### src/rtl/instruction_fetch.sv
// -----------------------------------------------------------------------------
// instruction_fetch
//   Fetch stage of the RV32I core. Owns the PC, drives the byte address of the
//   instruction memory and captures the returned word into the IF/ID register
//   together with its PC and a valid bit. Supports stall, redirect (with flush)
//   and a sticky fetch fault for misaligned or out-of-range PCs.
//
// Ports
//   i_Clk          clock, all state on the rising edge
//   i_Rst          synchronous active-high reset
//   o_Addr         byte address to the instruction memory (the PC register)
//   i_Instruction  word returned by the instruction memory for o_Addr
//   i_Stall        hold PC and IF/ID register
//   i_Redirect     load PC from i_Target and flush IF/ID
//   i_Target       redirect byte address
//   o_Instruction  IF/ID instruction
//   o_PC           PC of o_Instruction
//   o_Valid        o_Instruction/o_PC hold a real fetched instruction
//   o_Fault        sticky fetch fault
// -----------------------------------------------------------------------------
module instruction_fetch #(
    parameter logic [31:0] RESET_PC   = 32'h0000_0000,
    parameter int unsigned MEM_HEIGHT = 256,
    parameter logic [31:0] NOP        = 32'h0000_0013
) (
    input  logic        i_Clk,
    input  logic        i_Rst,
    output logic [31:0] o_Addr,
    input  logic [31:0] i_Instruction,
    input  logic        i_Stall,
    input  logic        i_Redirect,
    input  logic [31:0] i_Target,
    output logic [31:0] o_Instruction,
    output logic [31:0] o_PC,
    output logic        o_Valid,
    output logic        o_Fault
);

    localparam logic [31:0] MEM_LIMIT = 32'(MEM_HEIGHT);

    typedef enum logic [1:0] {
        BOOT  = 2'd0,
        RUN   = 2'd1,
        FAULT = 2'd2
    } state_t;

    state_t      state_reg;
    logic [31:0] pc_reg;
    logic [31:0] instr_reg;
    logic [31:0] fetch_pc_reg;
    logic        valid_reg;
    logic        fault_reg;
    logic        pc_bad;

    // A PC is unusable if it is not word aligned or lies beyond the memory.
    // A redirect target is deliberately not checked when it is loaded; it is
    // caught here on the following edge once it sits in pc_reg.
    assign pc_bad = (pc_reg[1:0] != 2'b00) || (pc_reg >= MEM_LIMIT);

    always_ff @(posedge i_Clk) begin
        if (i_Rst) begin
            state_reg    <= BOOT;
            pc_reg       <= RESET_PC;
            instr_reg    <= NOP;
            fetch_pc_reg <= 32'h0000_0000;
            valid_reg    <= 1'b0;
            fault_reg    <= 1'b0;
        end else begin
            case (state_reg)
                // One idle cycle so the memory sees RESET_PC before the
                // first capture into IF/ID.
                BOOT: begin
                    state_reg <= RUN;
                end
                RUN: begin
                    if (pc_bad && !i_Redirect) begin
                        // A redirect rescues a bad PC; otherwise lock up.
                        state_reg <= FAULT;
                        fault_reg <= 1'b1;
                        valid_reg <= 1'b0;
                        instr_reg <= NOP;
                    end else if (i_Redirect) begin
                        // Redirect wins over stall: the flushed slot cannot
                        // hold anything the downstream stage still needs.
                        pc_reg    <= i_Target;
                        instr_reg <= NOP;
                        valid_reg <= 1'b0;
                    end else if (!i_Stall) begin
                        instr_reg    <= i_Instruction;
                        fetch_pc_reg <= pc_reg;
                        valid_reg    <= 1'b1;
                        pc_reg       <= pc_reg + 32'd4;
                    end
                end
                FAULT: begin
                    // Terminal until reset; PC holds the faulting address.
                end
                default: begin
                    state_reg <= FAULT;
                    fault_reg <= 1'b1;
                    valid_reg <= 1'b0;
                    instr_reg <= NOP;
                end
            endcase
        end
    end

    assign o_Addr        = pc_reg;
    assign o_Instruction = instr_reg;
    assign o_PC          = fetch_pc_reg;
    assign o_Valid       = valid_reg;
    assign o_Fault       = fault_reg;

endmodule

### config.mk
export PLATFORM = sky130hd
export DESIGN_NAME = instruction_fetch
export DESIGN_NICKNAME = d
export VERILOG_FILES = /design/src/rtl/instruction_fetch.sv
export SDC_FILE = /design/constraint.sdc
export NUM_CORES = 1
export LEC_CHECK = 0
export ABC_AREA = 1
export BUFFER_PORTS_ARGS = -buffer_cell sky130_fd_sc_hd__buf_2
export CAP_MARGIN = 10
export CORE_MARGIN = 2
export CORE_UTILIZATION = 41
export CTS_CLUSTER_SIZE = 40
export DETAILED_ROUTE_END_ITERATION = 8
export PLACE_DENSITY = 0.76
export SLEW_MARGIN = 20
export SYNTH_ARGS = -nofsm -noshare
export SYNTH_HDL_FRONTEND = slang
export SYNTH_SLANG_ARGS = --single-unit
### constraint.sdc
create_clock -name i_Clk -period 2.1 [get_ports i_Clk]
set_input_delay 0.42 -clock i_Clk [delete_from_list [all_inputs] [get_ports i_Clk]]
set_output_delay 0.42 -clock i_Clk [all_outputs]
set_load 0.02 [all_outputs]
==> impl_metrics.yaml <==
status:
  outcome: "complete, no violations"
global_route:
  antenna_found_initial: 0
  grt_pass1_wl_mm: 20.7
  grt_usage_pct: 22.1
  grt_overflow: 0
  grt_max_degree: 53
  grt_pass1_vias: 4299
clock_network:
  cts.clk_slew.worst_paths_ps: 110
  cts_buffers: 9
  post_cts_buffers: 0
  clkLatencyLatePin_ps: 370
  clk_path_buf_depth: 2
  clock-sinks: 100
  cts_resized: 0
  htreeDepth: 3
  root_buffer: "clkbuf_8"
  cts_tree: "built"
  hold_buffers: 0
pwr:
  switching_share_pct: 34.0
  power.net_switching_uw: 1420
  clock_power_share_pct: 28.4
  total_power_uw: 4190
  intPower_uw: 2770
  p_leak_uw: 0.00275
  peakVddDrop_uv: 479
  p_per_area_nw_per_um2: 729
  p_comb_share_pct: 21.6
  seq_power_share_pct: 50.1
cells_and_area:
  drive_gt1_share_pct: 26.8
  nets: 909
  fill_cells: 1113
  syn_to_final_growth_pct: 27.0
  final_cells: 984
  diodes: 0
timing:
  setup_tns_ps: 0
  holdWs_ps: 275
  max_freq_mhz: 530
  relSlewSlack_pct: 71.6
  skew_ps: 14.9
  rsz0062_at_grt: "false"
  min_period_over_period_pct: 89.8
  tightest_slew_ps: 424
  maxSlewViolCount: 0
  hold_viol_final: 0
  fin_crit_ps: 1890
  finalSetupViolations: 0
critical_path:
  crit_fanout: 31
  critPathRequiredTime_ps: 2410
  timing.rr.start: "o_Addr[19]$_SDFFE_PP0P_"
  cp-endpoint: "o_Instruction[17]$_SDFFE_PP0P_"
  r2r_end: "o_Instruction[17]$_SDFFE_PP0P_"
  criticalPathCategory: "reg -> reg"
  worstSetupEndpointType: "flip-flop"
  crit_start: "o_Addr[19]$_SDFFE_PP0P_"
  rrSetupSlack_ps: 210
  rr_worst_depth: 9
  arrival_ps: 2190
  cp-start-kind: "flip-flop"
synthesis:
  ys_seq_area_share_pct: 44.2
  syn-cell-area_sq_um: 4530
  synth_cells: 673
  syn_nets: 743
  yosys_warnings: 0
  synthDistinctLibCells: 26
  syn_area_per_cell_sq_um: 6.73
  yosys_register_bits: 100
floorplan:
  fp.dieH_microns: 109
  fp.dieW_microns: 109
  fp-row-count: 38
  initial_core_util_pct: 42.0
  dieArea_sq_um: 11900
  ios: 166
  core_region_area_sq_um: 10800
route:
  drt_wl_total_mm: 13.2
  ant_nets: 0
  routedWlPerCell_microns: 13.4
  drtIter0Drc: 354
  viasPerCell: 4.89
  drc: 0
  vias: 4814
  dr.pass1.iters: 5
place:
  gp_congestion: 0.960
  dpl.hpwl_mm: 9.67
  portBuffers: 165
  dp.cells: 968
flow_run:
  drv_cap: 0
hold_path:
  hp-class: "in -> reg"
power groups by stage:
stage | combinational [uW] | sequential [uW] | clock, uW
CTS | 908 | 2100 | 1220
finish | 905 | 2100 | 1190
global placement | 898 | 2140 | 0
floorplan | 454 | 2250 | 0
detailed placement | 906 | 2140 | 0
global route | 999 | 2110 | 1290
synthesized netlist by cell type:
library cell  number  share of area, %
buf_6              2              0.50
xnor2_1            1              0.19
o21ai_0           25               2.8
or2_2             17               2.3
inv_1             62               5.1
o22ai_1            1              0.14
nor2_1            97               8.0
buf_4              6              0.99
nand3_4            1              0.39
nand3_1           72               8.0
mux2i_1            3              0.66
o31ai_1            1              0.17
clkinv_1           1             0.083
nor2_2             1              0.14
nand2_1          186                15
a21oi_1           64               7.1
buf_2              2              0.22
ha_1               2              0.55
inv_2              3              0.25
nor2_8             1              0.44
clkbuf_1          20               1.7
dfxtp_1          100                44
nand4_1            2              0.28
buf_1              1             0.083
nor3_1             1              0.11
nor2_4             1              0.25
per-layer routing:
| metal | vias to the layer above | routed length [microns] | GRT usage (%) | share of wire [%] |
|---|---|---|---|---|
| li1 | 2449 | - | - | - |
| met1 | 2144 | 5810 | 29.6 | 44 |
| met2 | 191 | 5770 | 33.3 | 44 |
| met3 | 30 | 1230 | 6.93 | 9.4 |
| met4 | 0 | 340 | 8.42 | 2.6 |
| met5 | - | 0 | 0 | 0 |
cell type report:
cell class / count / area [sq um] / area share [%]
clock buffer: 9 / 124 / 2.15
clock inverter: 7 / 60.1 / 1.04
inverter: 66 / 248 / 4.31
multi-input combinational: 476 / 2120 / 36.9
sequential: 100 / 2000 / 34.8
tap: 140 / 175 / 3.04
timing repair buffer: 186 / 1020 / 17.7
how the worst min path moves through the flow:
| stage | from | cells past startpoint | end |
|---|---|---|---|
| after global routing | i_Instruction[16] | 3 | o_Instruction[16]$_SDFFE_PP0P_ |
| after detailed placement | o_PC[18]$_SDFFE_PP0P_ | 2 | o_PC[18]$_SDFFE_PP0P_ |
| after CTS | i_Target[13] | 3 | o_Addr[13]$_SDFFE_PP0P_ |
| after global placement | o_PC[20]$_SDFFE_PP0P_ | 2 | o_PC[20]$_SDFFE_PP0P_ |
| after floorplan | state_reg[1]$_SDFFE_PP0P_ | 2 | state_reg[1]$_SDFFE_PP0P_ |
| final | i_Target[0] | 3 | o_Addr[0]$_SDFFE_PP0P_ |
kinds of logic after synthesis:
group           after synthesis  share of synthesized area, %
simple gates                379                          35.3
compound gates               91                          10.1
flops                       100                          44.2
xor+xnor                      1                         0.193
fa+ha+maj                     2                         0.552
buf+inv                      97                          8.92
mux                           3                         0.663
worst max-delay path: stages, from the launching register on:
cell	delay, ps
dfxtp_1	370
or2_2	300
nor2_1	100
nand2_1	110
nor2_4	180
nand3_4	190
inv_2	160
buf_12	180
nand2_1	70
a21oi_1	150
layout by cell type (no fill, tap or decap), drive strengths merged:
cell | Yosys | final
ha | 2 | 2
buf | 11 | 186
nand4 | 2 | 2
nand2 | 186 | 186
or2 | 17 | 17
xnor2 | 1 | 1
nand3 | 73 | 73
o21ai | 25 | 25
clkbuf | 20 | 9
inv | 65 | 67
a21oi | 64 | 64
clkinv | 1 | 4
clkinvlp | 0 | 2
mux2i | 3 | 3
nor2 | 100 | 100
o22ai | 1 | 1
dfxtp | 100 | 100
nor3 | 1 | 1
o31ai | 1 | 1
per-stage QoR:
step,setup WS [ps],util [%],area [sq um]
after detailed placement,229,51.6,5570
final,214,53.3,5750
after global routing,7.58,53.3,5750
after global placement,291,51.6,5570
after CTS,213,53.3,5750
after floorplan,425,-,4530
No activity file was read; power rests on OpenSTA's default activity.
